$ cat src/rtl/div_sched.sv
// div_sched: run-time controller and generator for an even-ratio divided clock.
// A new ratio arrives over a valid/ready port. Ratio changes and stop requests
// take effect only at the end of a high phase, so the output never produces a
// runt pulse.
module div_sched #(
    parameter int CNT_WIDTH   = 16,
    parameter int DEFAULT_DIV = 8
) (
    input  logic                 clk,
    input  logic                 rst_n,
    input  logic                 div_en,
    input  logic                 cfg_valid,
    output logic                 cfg_ready,
    input  logic [CNT_WIDTH-1:0] cfg_div,
    output logic                 cfg_err,
    output logic                 div_clk_out,
    output logic                 period_done,
    output logic [CNT_WIDTH-1:0] cur_div,
    output logic                 busy
);

    // Half-period quantities need one bit less than the full ratio.
    localparam int HW = CNT_WIDTH - 1;
    localparam logic [HW-1:0] DEFAULT_HALF = HW'(DEFAULT_DIV / 2);

    generate
        if ((DEFAULT_DIV < 2) || ((DEFAULT_DIV % 2) != 0)) begin : g_bad_default
            $error("div_sched: DEFAULT_DIV must be even and >= 2");
        end
    endgenerate

    // SWITCH means "running, with a new ratio waiting for the next boundary".
    typedef enum logic [1:0] {
        IDLE   = 2'd0,
        RUN    = 2'd1,
        SWITCH = 2'd2
    } state_t;

    state_t        r_state, w_state_next;
    logic [HW-1:0] r_cnt, w_cnt_next;
    logic [HW-1:0] r_cur_half, w_cur_half_next;
    logic [HW-1:0] r_pend_half, w_pend_half_next;
    logic          r_out, w_out_next;
    logic          r_err, w_err_next;
    logic          r_pd, w_pd_next;

    logic          w_xfer;
    logic          w_legal;
    logic [HW-1:0] w_new_half;
    logic          w_half_end;
    logic          w_boundary;

    // Handshake decode and phase-end detection.
    assign cfg_ready  = (r_state != SWITCH);
    assign w_xfer     = cfg_valid && cfg_ready;
    assign w_legal    = (cfg_div[0] == 1'b0) && (cfg_div != '0);
    assign w_new_half = cfg_div[CNT_WIDTH-1:1];
    assign w_half_end = (r_cnt == (r_cur_half - HW'(1)));
    assign w_boundary = (r_state != IDLE) && w_half_end && r_out;

    // Next-state logic: counting, toggling, ratio loading and boundary actions.
    always_comb begin
        w_state_next     = r_state;
        w_cnt_next       = r_cnt;
        w_cur_half_next  = r_cur_half;
        w_pend_half_next = r_pend_half;
        w_out_next       = r_out;
        w_err_next       = w_xfer && !w_legal;
        w_pd_next        = 1'b0;

        case (r_state)
            IDLE: begin
                w_cnt_next = '0;
                w_out_next = 1'b0;
                // Loading directly lets a same-cycle start use the new ratio.
                if (w_xfer && w_legal) begin
                    w_cur_half_next = w_new_half;
                end
                if (div_en) begin
                    w_state_next = RUN;
                end
            end
            RUN, SWITCH: begin
                if (w_half_end) begin
                    w_cnt_next = '0;
                    w_out_next = ~r_out;
                end else begin
                    w_cnt_next = r_cnt + HW'(1);
                end
                if (w_boundary) begin
                    w_pd_next    = 1'b1;
                    w_state_next = div_en ? RUN : IDLE;
                    if (r_state == SWITCH) begin
                        w_cur_half_next = r_pend_half;
                    end
                end
                // Only RUN can see a transfer (cfg_ready is low in SWITCH).
                // A ratio taken in a boundary cycle waits for the next
                // boundary, unless the generator is stopping now, in which
                // case it is loaded like an idle-time ratio.
                if ((r_state == RUN) && w_xfer && w_legal) begin
                    if (w_boundary && !div_en) begin
                        w_cur_half_next = w_new_half;
                    end else begin
                        w_pend_half_next = w_new_half;
                        w_state_next     = SWITCH;
                    end
                end
            end
            default: begin
                w_state_next = IDLE;
                w_cnt_next   = '0;
                w_out_next   = 1'b0;
            end
        endcase
    end

    // State registers with asynchronous reset to the idle, default-ratio state.
    always_ff @(posedge clk or negedge rst_n) begin
        if (!rst_n) begin
            r_state     <= IDLE;
            r_cnt       <= '0;
            r_cur_half  <= DEFAULT_HALF;
            r_pend_half <= '0;
            r_out       <= 1'b0;
            r_err       <= 1'b0;
            r_pd        <= 1'b0;
        end else begin
            r_state     <= w_state_next;
            r_cnt       <= w_cnt_next;
            r_cur_half  <= w_cur_half_next;
            r_pend_half <= w_pend_half_next;
            r_out       <= w_out_next;
            r_err       <= w_err_next;
            r_pd        <= w_pd_next;
        end
    end

    assign div_clk_out = r_out;
    assign period_done = r_pd;
    assign cfg_err     = r_err;
    assign cur_div     = {r_cur_half, 1'b0};
    assign busy        = (r_state != IDLE);

endmodule

$ cat config.mk
export PLATFORM = sky130hd
export DESIGN_NAME = div_sched
export DESIGN_NICKNAME = d
export VERILOG_FILES = /design/src/rtl/div_sched.sv
export SDC_FILE = /design/constraint.sdc
export NUM_CORES = 1
export LEC_CHECK = 0
export CAP_MARGIN = 10
export CELL_PAD_IN_SITES_DETAIL_PLACEMENT = 0
export CELL_PAD_IN_SITES_GLOBAL_PLACEMENT = 1
export CORE_MARGIN = 5
export CORE_UTILIZATION = 25
export DETAILED_ROUTE_END_ITERATION = 16
export DONT_BUFFER_PORTS = 1
export PLACE_DENSITY_LB_ADDON = 0.3
export SKIP_CTS_REPAIR_TIMING = 1
export SLEW_MARGIN = 20
export SYNTH_ARGS = -nofsm -noshare
export SYNTH_HDL_FRONTEND = slang
export SYNTH_SLANG_ARGS = --single-unit
$ cat constraint.sdc
create_clock -name clk -period 4.7 [get_ports clk]
set_input_delay 0.47 -clock clk [delete_from_list [all_inputs] [get_ports clk]]
set_output_delay 0.47 -clock clk [all_outputs]
set_load 0.03 [all_outputs]
# Yosys cells after proc, flatten, opt, wreduce, memory -nomap -nowiden
# Index checks and enable logic that the tools add are counted.
classes:
  add_sub_neg: 2
  n_eq_ne: 7
  n_mux: 18
  n_bitwise: 3
  reduce_logical: 18
ops:
  columns: ["cell", "n"]
  rows:
  - ["$mux W15", 7]
  - ["$pmux W15 S2", 1]
  - ["$reduce_bool A16 Y1", 1]
  - ["$add A15 B1 Y15 const B", 1]
  - ["$eq A15 B15 Y1", 1]
  - ["$sub A15 B1 Y15 const B", 1]
  - ["$logic_and A1 B1 Y1", 9]
  - ["$mux W2", 4]
  - ["$ne A2 B2 Y1 const B", 4]
  - ["$mux W1", 5]
  - ["$pmux W2 S2", 1]
  - ["$reduce_bool A2 Y1", 2]
  - ["$not A1 Y1", 3]
  - ["$reduce_and A3 Y1", 1]
  - ["$eq A2 B1 Y1 const B", 1]
  - ["$eq A2 B2 Y1 const B", 1]
  - ["$logic_not A1 Y1", 2]
  - ["$logic_not A2 Y1", 1]
  - ["$reduce_and A2 Y1", 1]
  - ["$reduce_or A2 Y1", 1]
totals:
  reg_bits: 50
  word_cells: 55

# Logic depth before layout (Yosys ltp)
# Gate-level depths: netlist of run 1.
logic_depth:
  depth_word: 8
  depth_mapped: 12
  mapped_depth_nobuf: 9

# Least setup slack after synthesis of run 1
# OpenSTA, ideal clock, no wires.
synth_path:
  path_kind: "register -> register"
  from: "register r_cur_half[0]"
  to: "register r_pend_half[10]"
  setup_ns: 0.125
  arrival_time_ns: 3.853
  required_ns: 4.575
  slack_ns: 0.722
  path_stages_with_launch: 13
  path_buffers: 3
  synth_period_minus_slack_ns: 3.978
  path_cell_list: "dfrtp_1 -> clkdlybuf4s15_1 -> inv_1 -> ha_1 -> buf_6 -> or4b_1 -> or4_1 -> a211o_1 -> a32o_2 -> or4b_4 -> o21bai_4 -> buf_12 -> mux2_4"
synth_via:
  elab_chain_len: 7
synth_lines:
  columns: ["element", "line", "rtl"]
  rows:
  - ["start: declaration", "41", "logic [HW-1:0] r_cur_half, w_cur_half_next;"]
  - ["start signal: assignment", "131", "r_cur_half <= w_cur_half_next;"]
  - ["$sub A15 B1 Y15", "58", "assign w_half_end = (r_cnt == (r_cur_half - HW'(1)));"]
  - ["$eq A15 B15 Y1", "58", null]
  - ["$logic_and A1 B1 Y1 (2 in series)", "59", "assign w_boundary = (r_state != IDLE) && w_half_end && r_out;"]
  - ["$logic_and A1 B1 Y1", "102", "if (w_boundary && !div_en) begin"]
  - ["$not A1 Y1 (no line)", null, null]
  - ["$reduce_and A3 Y1 (no line)", null, null]
  - ["end signal: assignment", "132", "r_pend_half <= w_pend_half_next;"]
  - ["end: declaration", "42", "logic [HW-1:0] r_pend_half, w_pend_half_next;"]
# No other way between the ends.
# A chain may end at the register's enable or synchronous reset.

# Final worst setup path of run 1
layout_path:
  from: "register r_cur_half[0]"
  to: "register r_pend_half[1]"
# The elaborated chain is that of the path after synthesis.

==> impl_results.md, run 1 <==
- Max_cap viols: 0
- Post-synth net total: 317
- CP startpoint kind: flip-flop
- DIE WIDTH: 120.8 um
- Clk slew on worst S/H paths: ~70 ps
- Htree depth: 2
- Core ar.: 12010 um2
- #FFs+latches synth: 50
- Crit share post-route: 0.8659
- # diodes: 0
- VDD IR-drop max: 0.0002494 V
- Critical path arrival: 4250 ps
- Reg-to-reg setup timing slack: 630 ps
- Max Buffers Root-to-Sink: 2
- Share of layout cells above drive strength 1: 0.2150
- Ys Warns: 0
- Fin nets: 318
- P_int: between 1 and 1.5 mW
- Leading cell types in the layout, fill and taps excluded: dfrtp_1, nor2_1, xnor2_1, xor2_1, nand3_1
- First-pass GRT wire length: around 13 mm
- Die ar.: between 10000 and 15000 um2
- Critical path fanouts, max: 16
- Switching portion of total power: 0.4438
- Finish-stage setup viols: 0
- Worst-path cell chain: inv_1, ha_1, or4b_1, or4_1, a211o_1, a32o_2, or4b_4, o21bai_4, mux2_2
- Post-synth top flop: dfrtp_1
- Slowest stage delay, CP: 600 ps
- Tmin final: 4070 ps
- Routed len/inst: 18.38 um
- Crit-path slowest cell: or4b_4
- Overall Power: about 2.1 mW
- Clock network power share: 0.181
- Achievable Freq: 245.7 MHz
- Design area: 3395 um2
- Measured slew at the worst slew-check pin: 632.0 ps
- RSZ-0062 raised after global routing: false
- Top cell type by total area after synthesis: dfrtp_1
- Post-synthesis sequential area ratio: 0.4081
- Clk sinks: 50
- Post-synth EDFFs: 0
- Crit Path Category: reg2reg
- DR iter-0 viols: 110
- DR vias/cell: 5.005
- Placement Cell Area: 3201 um2
- DRT Wirelength: 8.088 mm
- Area Overhead vs Synth: 10.60%
- DRC viols: 0
- Max Slew Vio Count: 0
- Final Hold Vio Count: 0
- P_sw: about 950 uW
- Power Density: 631.1 nW/um2
- Gate power share: 0.412
- Sequential power share: 0.407
- Synth unique cells: 64
- Post-DP HPWL: 5.909 mm
- Die Ht: about 120 um
- Critical Path Sink Type: flip-flop
- Worst-case clock skew: ~7 ps
- Post-synthesis async set-or-reset flop share: 1.000
- Pin count of the biggest net entering global routing: a little over 50
- Leakage power: 1.351 nW
- Post-route ant nets: 0
- Grt ovf: 0
- Setup_tns: 0 ps
- Slew HR: 0.5786
- Synth top area cells: dfrtp_1, xnor2_1, mux2_4, o221a_2, xor2_1
- Top cell type's share of synthesized area: 0.3995
- Number of global-route vias before repair: 2228
- Total track usage: 0.1148
- Clk root buf: clkbuf_16
- Gpl congestion: 0.7504
- HP Class: in2async
- Status: complete, no violations
- Commonest non-fill, non-tap cell in the layout: dfrtp_1
- Initial antenna violation count: 0
- Mapped cell area: 3069 um2
- Post-Syn Area per Cell: 10.55 um2
- Vias: 2202
- Initial Util: 0.2555
- Synthesized netlist cell count: 291
- Worst Path Required: between 4000 and 5000 ps
- First-pass detailed-route iteration total: 6
- Num CTS Buffers: 5
- Ports: 41
- Port Buffers: 0
- Clk_lat worst skew: 300 ps
- Num rows: 40
- CTS tree: yes
cells in the mapped netlist (4+ instances only):
cell type,instances
and3_1,7
clkbuf_1,8
dfrtp_1,49
ha_1,6
inv_1,14
mux2_2,7
mux2_4,9
nand2_1,11
nand2b_1,13
nand3_1,15
nand4_1,4
nor2_1,22
nor3_1,8
nor4_1,7
o211ai_1,4
o221a_2,12
xnor2_1,16
xor2_1,15
power by group through the flow:
stage	combinational (mW)	clock (mW)	sequential (mW)
finish	0.883	0.388	0.871
global placement	0.877	0	0.881
global route	0.983	0.421	0.900
detailed placement	0.880	0	0.885
floorplan	0.696	0	0.838
CTS	0.884	0.405	0.877
through the flow:
step	hold slack, ps	cells	setup slack [ps]	util
finish	19.41	440	630.4	0.2826
global placement	176.8	430	643.6	0.2665
detailed placement	176.8	430	637.6	0.2665
global route	41.41	440	492.3	0.2826
CTS	-143.2	438	610.3	0.2795
floorplan	174.4	291	722.2	-
worst paths after layout:
kind | from | to | cells past startpoint
hold / removal | rst_n | r_cnt[0] | 1
hold reg to reg | r_pend_half[3] | r_pend_half[3] | 1
setup reg to reg | r_cur_half[0] | r_pend_half[1] | 9
setup / recovery | r_cur_half[0] | r_pend_half[1] | 9
min in group clk | cfg_div[15] | r_cur_half[14] | 2
max in group asynchronous | rst_n | r_cur_half[2] | 1
worst max-delay path, delay by kind of cell, from the launching register on:
| kind | cells | cell delay (ps) |
|---|---|---|
| AO/OA/AOI/OAI | 3 | 1110 |
| buffers and inverters | 1 | 90 |
| adder cells (fa/ha/maj) | 1 | 370 |
| multiplexers | 1 | 410 |
| AND/OR/NAND/NOR | 3 | 1590 |
| flip-flops | 1 | 380 |
cell type report:
class	instances	area (um2)
sequential	50	1252
clock buffer	6	138.9
timing repair buffer	9	90.09
clock inverter	2	17.52
fill	1272	8617
tap	147	183.9
multi-input combinational	212	1659
inverter	14	52.55
cells by family (layout without fill, tap and decap cells):
family | count (synthesis) | in the layout | share of synthesized area
AO/OA/AOI/OAI | 44 | 44 | 0.1419
XOR/XNOR | 31 | 31 | 0.08846
adder cells (fa/ha/maj) | 6 | 6 | 0.02446
buffers and inverters | 29 | 31 | 0.05136
flip-flops | 50 | 50 | 0.4081
multiplexers | 17 | 17 | 0.07297
other | 1 | 1 | 0.001222
AND/OR/NAND/NOR | 113 | 113 | 0.2116
per-layer routing:
layer  GRT usage  share of wire
met2      0.1830           0.47
met3     0.02713          0.037
met1      0.1543           0.47
met5           0              0
met4     0.03470          0.013
flip-flops by register name, summed over array words and instances (netlist names):
| name | flops |
|---|---|
| r_state | 2 |
| r_pend_half | 15 |
| cfg_err | 1 |
| div_clk_out | 1 |
| r_cur_half | 15 |
| period_done | 1 |
| r_cnt | 15 |
Note: power is estimated with default switching activity, not from simulation.
==> run 2: changes to the inputs <==
CORE_UTILIZATION = 35   (was 25)
==> impl_results.md, run 2 (synthesis results as in run 1) <==
- Status: complete, no violations
- P_int: 1.171 mW
- Core ar.: 8636 um2
- Final Util: 0.3824
- Gate power share: 0.379
- P_sw: 903.4 uW
- Ports: between 40 and 50
- Critical path arrival: between 4000 and 5000 ps
- Die Ht: 103.6 um
- Achievable Freq: 242.5 MHz
- Layout Cells excl Fill: 398
- Post-route ant nets: 0
- Num rows: 34
- Clock network power share: 0.176
- Crit share post-route: 0.8773
- Leakage power: 1.328 nW
- Vias: approximately 2200
- Power Density: approximately 630 nW/um2
- Setup_tns: 0 ps
- Max Buffers Root-to-Sink: 2
- First-pass GRT wire length: about 12 mm
- Clk sinks: 50
- Total track usage: 0.1360
- Leading cell types in the layout, fill and taps excluded: dfrtp_1, nor2_1, xnor2_1, xor2_1, nand3_1
- Htree depth: 2
- DR iter-0 viols: 87
- VDD IR-drop max: 0.0002755 V
- Post-DP HPWL: 5.389 mm
- Gpl congestion: 0.8944
- Overall Power: 2.074 mW
- Critical path fanouts, max: 16
- Worst-case clock skew: around 5.3 ps
- CP startpoint kind: flip-flop
- Max_cap viols: 0
- Design area: 3302 um2
- CTS tree: yes
- Finish-stage setup viols: 0
- Grt ovf: 0
- HP Class: in2async
- Initial Util: 0.3554
- Max Slew Vio Count: 0
- Crit Path Category: reg2reg
- Top Registers: r_cnt: 15 flops, r_cur_half: 15 flops, r_pend_half: 15 flops
- Clk root buf: clkbuf_8
- Post-Place Cells: roughly 390
- Tmin final: 4123 ps
- Initial antenna violation count: 0
- Measured slew at the worst slew-check pin: 597.7 ps
- DRT Wirelength: between 7 and 8 mm
- Num CTS Buffers: 5
- First-pass detailed-route iteration total: 4
- Critical Path Sink Type: flip-flop
- Worst setup margin: between 500 and 600 ps
- Die ar.: between 10000 and 15000 um2
- Pin count of the biggest net entering global routing: 51
- Number of global-route vias before repair: about 2200
- Fin nets: 315
- Sequential power share: 0.445
- # diodes: 0
- DRC viols: 0
- RSZ-0062 raised after global routing: false
- Clk_lat worst skew: 310 ps
- Commonest non-fill, non-tap cell in the layout: dfrtp_1
- Worst hold slack: 5.790 ps
- Worst Path Required: 4900 ps
- Port Buffers: 0
- Switching portion of total power: 0.4355
- Placement Cell Area: 3137 um2
- Routed len/inst: ~18 um
- Post-Place Worst Slack: 591.8 ps
- Final Hold Vio Count: 0
- DR vias/cell: about 5.5
- Clk slew on worst S/H paths: 100 ps
- Area Overhead vs Synth: 7.583%
- DIE WIDTH: between 100 and 150 um
- Slew HR: 0.6015
- Share of layout cells above drive strength 1: 0.2103
==> run 2: path summary, 6_finish.rpt <==
kind	start	endpoint	slack, ps	cells past startpoint
setup / recovery	r_cur_half[0]	r_pend_half[1]	580	10
hold / removal	rst_n	r_cnt[12]	6	1
setup reg to reg	r_cur_half[0]	r_pend_half[1]	580	10
hold reg to reg	r_pend_half[0]	r_pend_half[0]	510	1
max in group asynchronous	rst_n	r_cur_half[2]	4410	1
min in group clk	cfg_div[15]	r_cur_half[14]	280	2
==> run 2: metal layers <==
| metal | track usage | wire [um] |
|---|---|---|
| met1 | 0.1843 | 3251 |
| met2 | 0.2240 | 3528 |
| met3 | 0.02425 | 314 |
| met4 | 0.03374 | 81 |
| met5 | 0 | 0 |
==> run 2: power groups by stage <==
stage                     clock, mW  combinational, mW  sequential, mW
after floorplan                   0              0.696           0.838
after global placement            0              0.778           0.938
after detailed placement          0              0.779           0.937
after CTS                     0.377              0.783           0.927
after global routing          0.392              0.878           0.952
final                         0.365              0.787           0.922
==> run 2: area by class of cell <==
type	count	area [um2]
inverters	14	52.55
repair buffers	6	65.06
multi-input cells	212	1659
clock buffers	5	68.82
fillers	851	5334
clock inverters	3	68.82
flip-flops and latches	50	1252
well taps	108	135.1
==> run 2: worst max-delay path, cell delays in order, from the launching register on <==
cell	delay [ps]
dfrtp_1	590
inv_1	170
ha_1	350
or4b_1	510
or4_1	440
a211o_1	310
a32o_2	270
or4b_4	590
o21bai_4	130
buf_4	280
mux2_2	360
==> run 3: changes to the inputs <==
CORE_ASPECT_RATIO = 1.2   (was not set)
==> impl_results.md, run 3 (synthesis results as in run 1) <==
- Worst Path Required: 4900 ps
- # fillers: 877
- HP Class: in2reg
- Measured slew at the worst slew-check pin: 626.4 ps
- CTS tree: yes
- Htree depth: 2
- Crit share post-route: 0.8551
- Crit Path Category: reg2reg
- Worst setup margin: 680.8 ps
- Slowest stage delay, CP: 590 ps
- Clk sinks: 50
- Max Buffers Root-to-Sink: 2
- R2r startpoint: r_cur_half[0]
- Crit-path slowest cell: or4b_4
- Leakage power: 1.314 nW
- Num rows: 37
- DRT Wirelength: 7.469 mm
- VDD IR-drop max: 0.0003394 V
- DR iter-0 viols: between 90 and 100
- Clk slew on worst S/H paths: 110 ps
- DRC viols: 0
- Critical path fanouts, max: 16
- Max Slew Vio Count: 0
- Overall Power: between 2 and 2.5 mW
- Clk_lat worst skew: 320 ps
- Grt ovf: 0
- First-pass detailed-route iteration total: 4
- # diodes: 0
- Post-route ant nets: 0
- Critical path arrival: 4220 ps
- Top Registers: r_cnt: 15 flops, r_cur_half: 15 flops, r_pend_half: 15 flops
- Power Density: 610.7 nW/um2
- Worst-path cell chain: inv_1, ha_1, or4b_1, or4_1, a211o_1, a32o_2, or4b_4, o21bai_4, mux2_2
- CP startpoint: r_cur_half[0]
- First-pass GRT wire length: 12.68 mm
- DR vias/cell: 5.407
- Finish-stage setup viols: 0
- Slew HR: 0.5824
- Vias: approximately 2200
- Initial Util: 0.3584
- Port Buffers: 0
- Num CTS Buffers: 5
- Achievable Freq: 248.8 MHz
- Hold path start: cfg_div[14]
- Post-Place Worst Slack: 669.1 ps
- Max_cap viols: 0
- Tmin final: 4019 ps
- Worst-case clock skew: 15.75 ps
- Core ar.: roughly 8600 um2
- Status: complete, no violations
- DIE WIDTH: between 90 and 100 um
- Setup_tns: 0 ps
- Post-DP HPWL: 5.530 mm
- CP startpoint kind: flip-flop
- Ports: 41
- Fin nets: 316
- Initial antenna violation count: 0
- Final Hold Vio Count: 0
- Leading cell types in the layout, fill and taps excluded: dfrtp_1, nor2_1, xnor2_1, xor2_1, nand3_1
- Critical Path Sink Type: flip-flop
- Number of global-route vias before repair: around 2300
- Share of layout cells above drive strength 1: 0.2096
- Die ar.: 10750 um2
- Routed len/inst: 18.31 um
- RSZ-0062 raised after global routing: false
- Die Ht: 112.6 um
- Total track usage: 0.1492
- Gpl congestion: 0.8448
- FF+latch area: approximately 1300 um2
- Multi-input combinational cell area: 1659 um2
- Commonest non-fill, non-tap cell in the layout: dfrtp_1
- Clk root buf: clkbuf_8
- Pin count of the biggest net entering global routing: 51
- Area Overhead vs Synth: 6.890%
run 3: layer usage:
metal | track usage | wire length [um] | vias to the layer above
met5 | 0 | 0 | -
li1 | - | - | 1056
met1 | 0.1809 | 3217 | 1111
met4 | 0.04554 | 78 | 0
met2 | 0.2560 | 3890 | 35
met3 | 0.03887 | 284 | 4
run 3: stage by stage:
stage | area, um2 | hold slack, ps | instances | utilization
2_1_floorplan | 3069 | 174.4 | 291 | -
3_3_place_gp | 3148 | 177.2 | 398 | 0.3676
3_5_place_dp | 3148 | 177.7 | 398 | 0.3676
4_1_cts | 3243 | -178.6 | 406 | 0.3787
5_1_grt | 3281 | 250.7 | 408 | 0.3831
6_report | 3281 | 268.8 | 408 | 0.3831
run 3: cell type report:
class                   count  area share
well taps                 117     0.04462
multi-input cells         212      0.5057
clock buffers               5     0.02098
clock inverters             3    0.008009
flip-flops and latches     50      0.3818
repair buffers              7     0.02288
inverters                  14     0.01602
run 3: report_power, final:
part | leakage (nW) | internal, mW | switching, mW
Sequential | 0.624 | 0.581 | 0.309
Clock | 0.0495 | 0.111 | 0.165
Combinational | 0.641 | 0.384 | 0.453
Total | 1.31 | 1.08 | 0.928
run 3: path summary, 6_finish.rpt:
check,cells past startpoint,endpoint,slack (ps)
min in group asynchronous,2,r_pend_half[8],670
worst max register to register,9,r_pend_half[5],680
worst max-delay path,9,r_pend_half[5],680
max in group asynchronous,2,r_cur_half[2],3740
worst min register to register,1,r_pend_half[2],520
worst min-delay path,2,r_cur_half[13],270
run 3: critical path, delay by kind of cell, from the launching register on:
family                   cells  cell delay, ps
buffers and inverters        1              90
AND/OR/NAND/NOR              3            1540
flip-flops                   1             390
multiplexers                 1             400
adder cells (fa/ha/maj)      1             380
AO/OA/AOI/OAI                3            1100
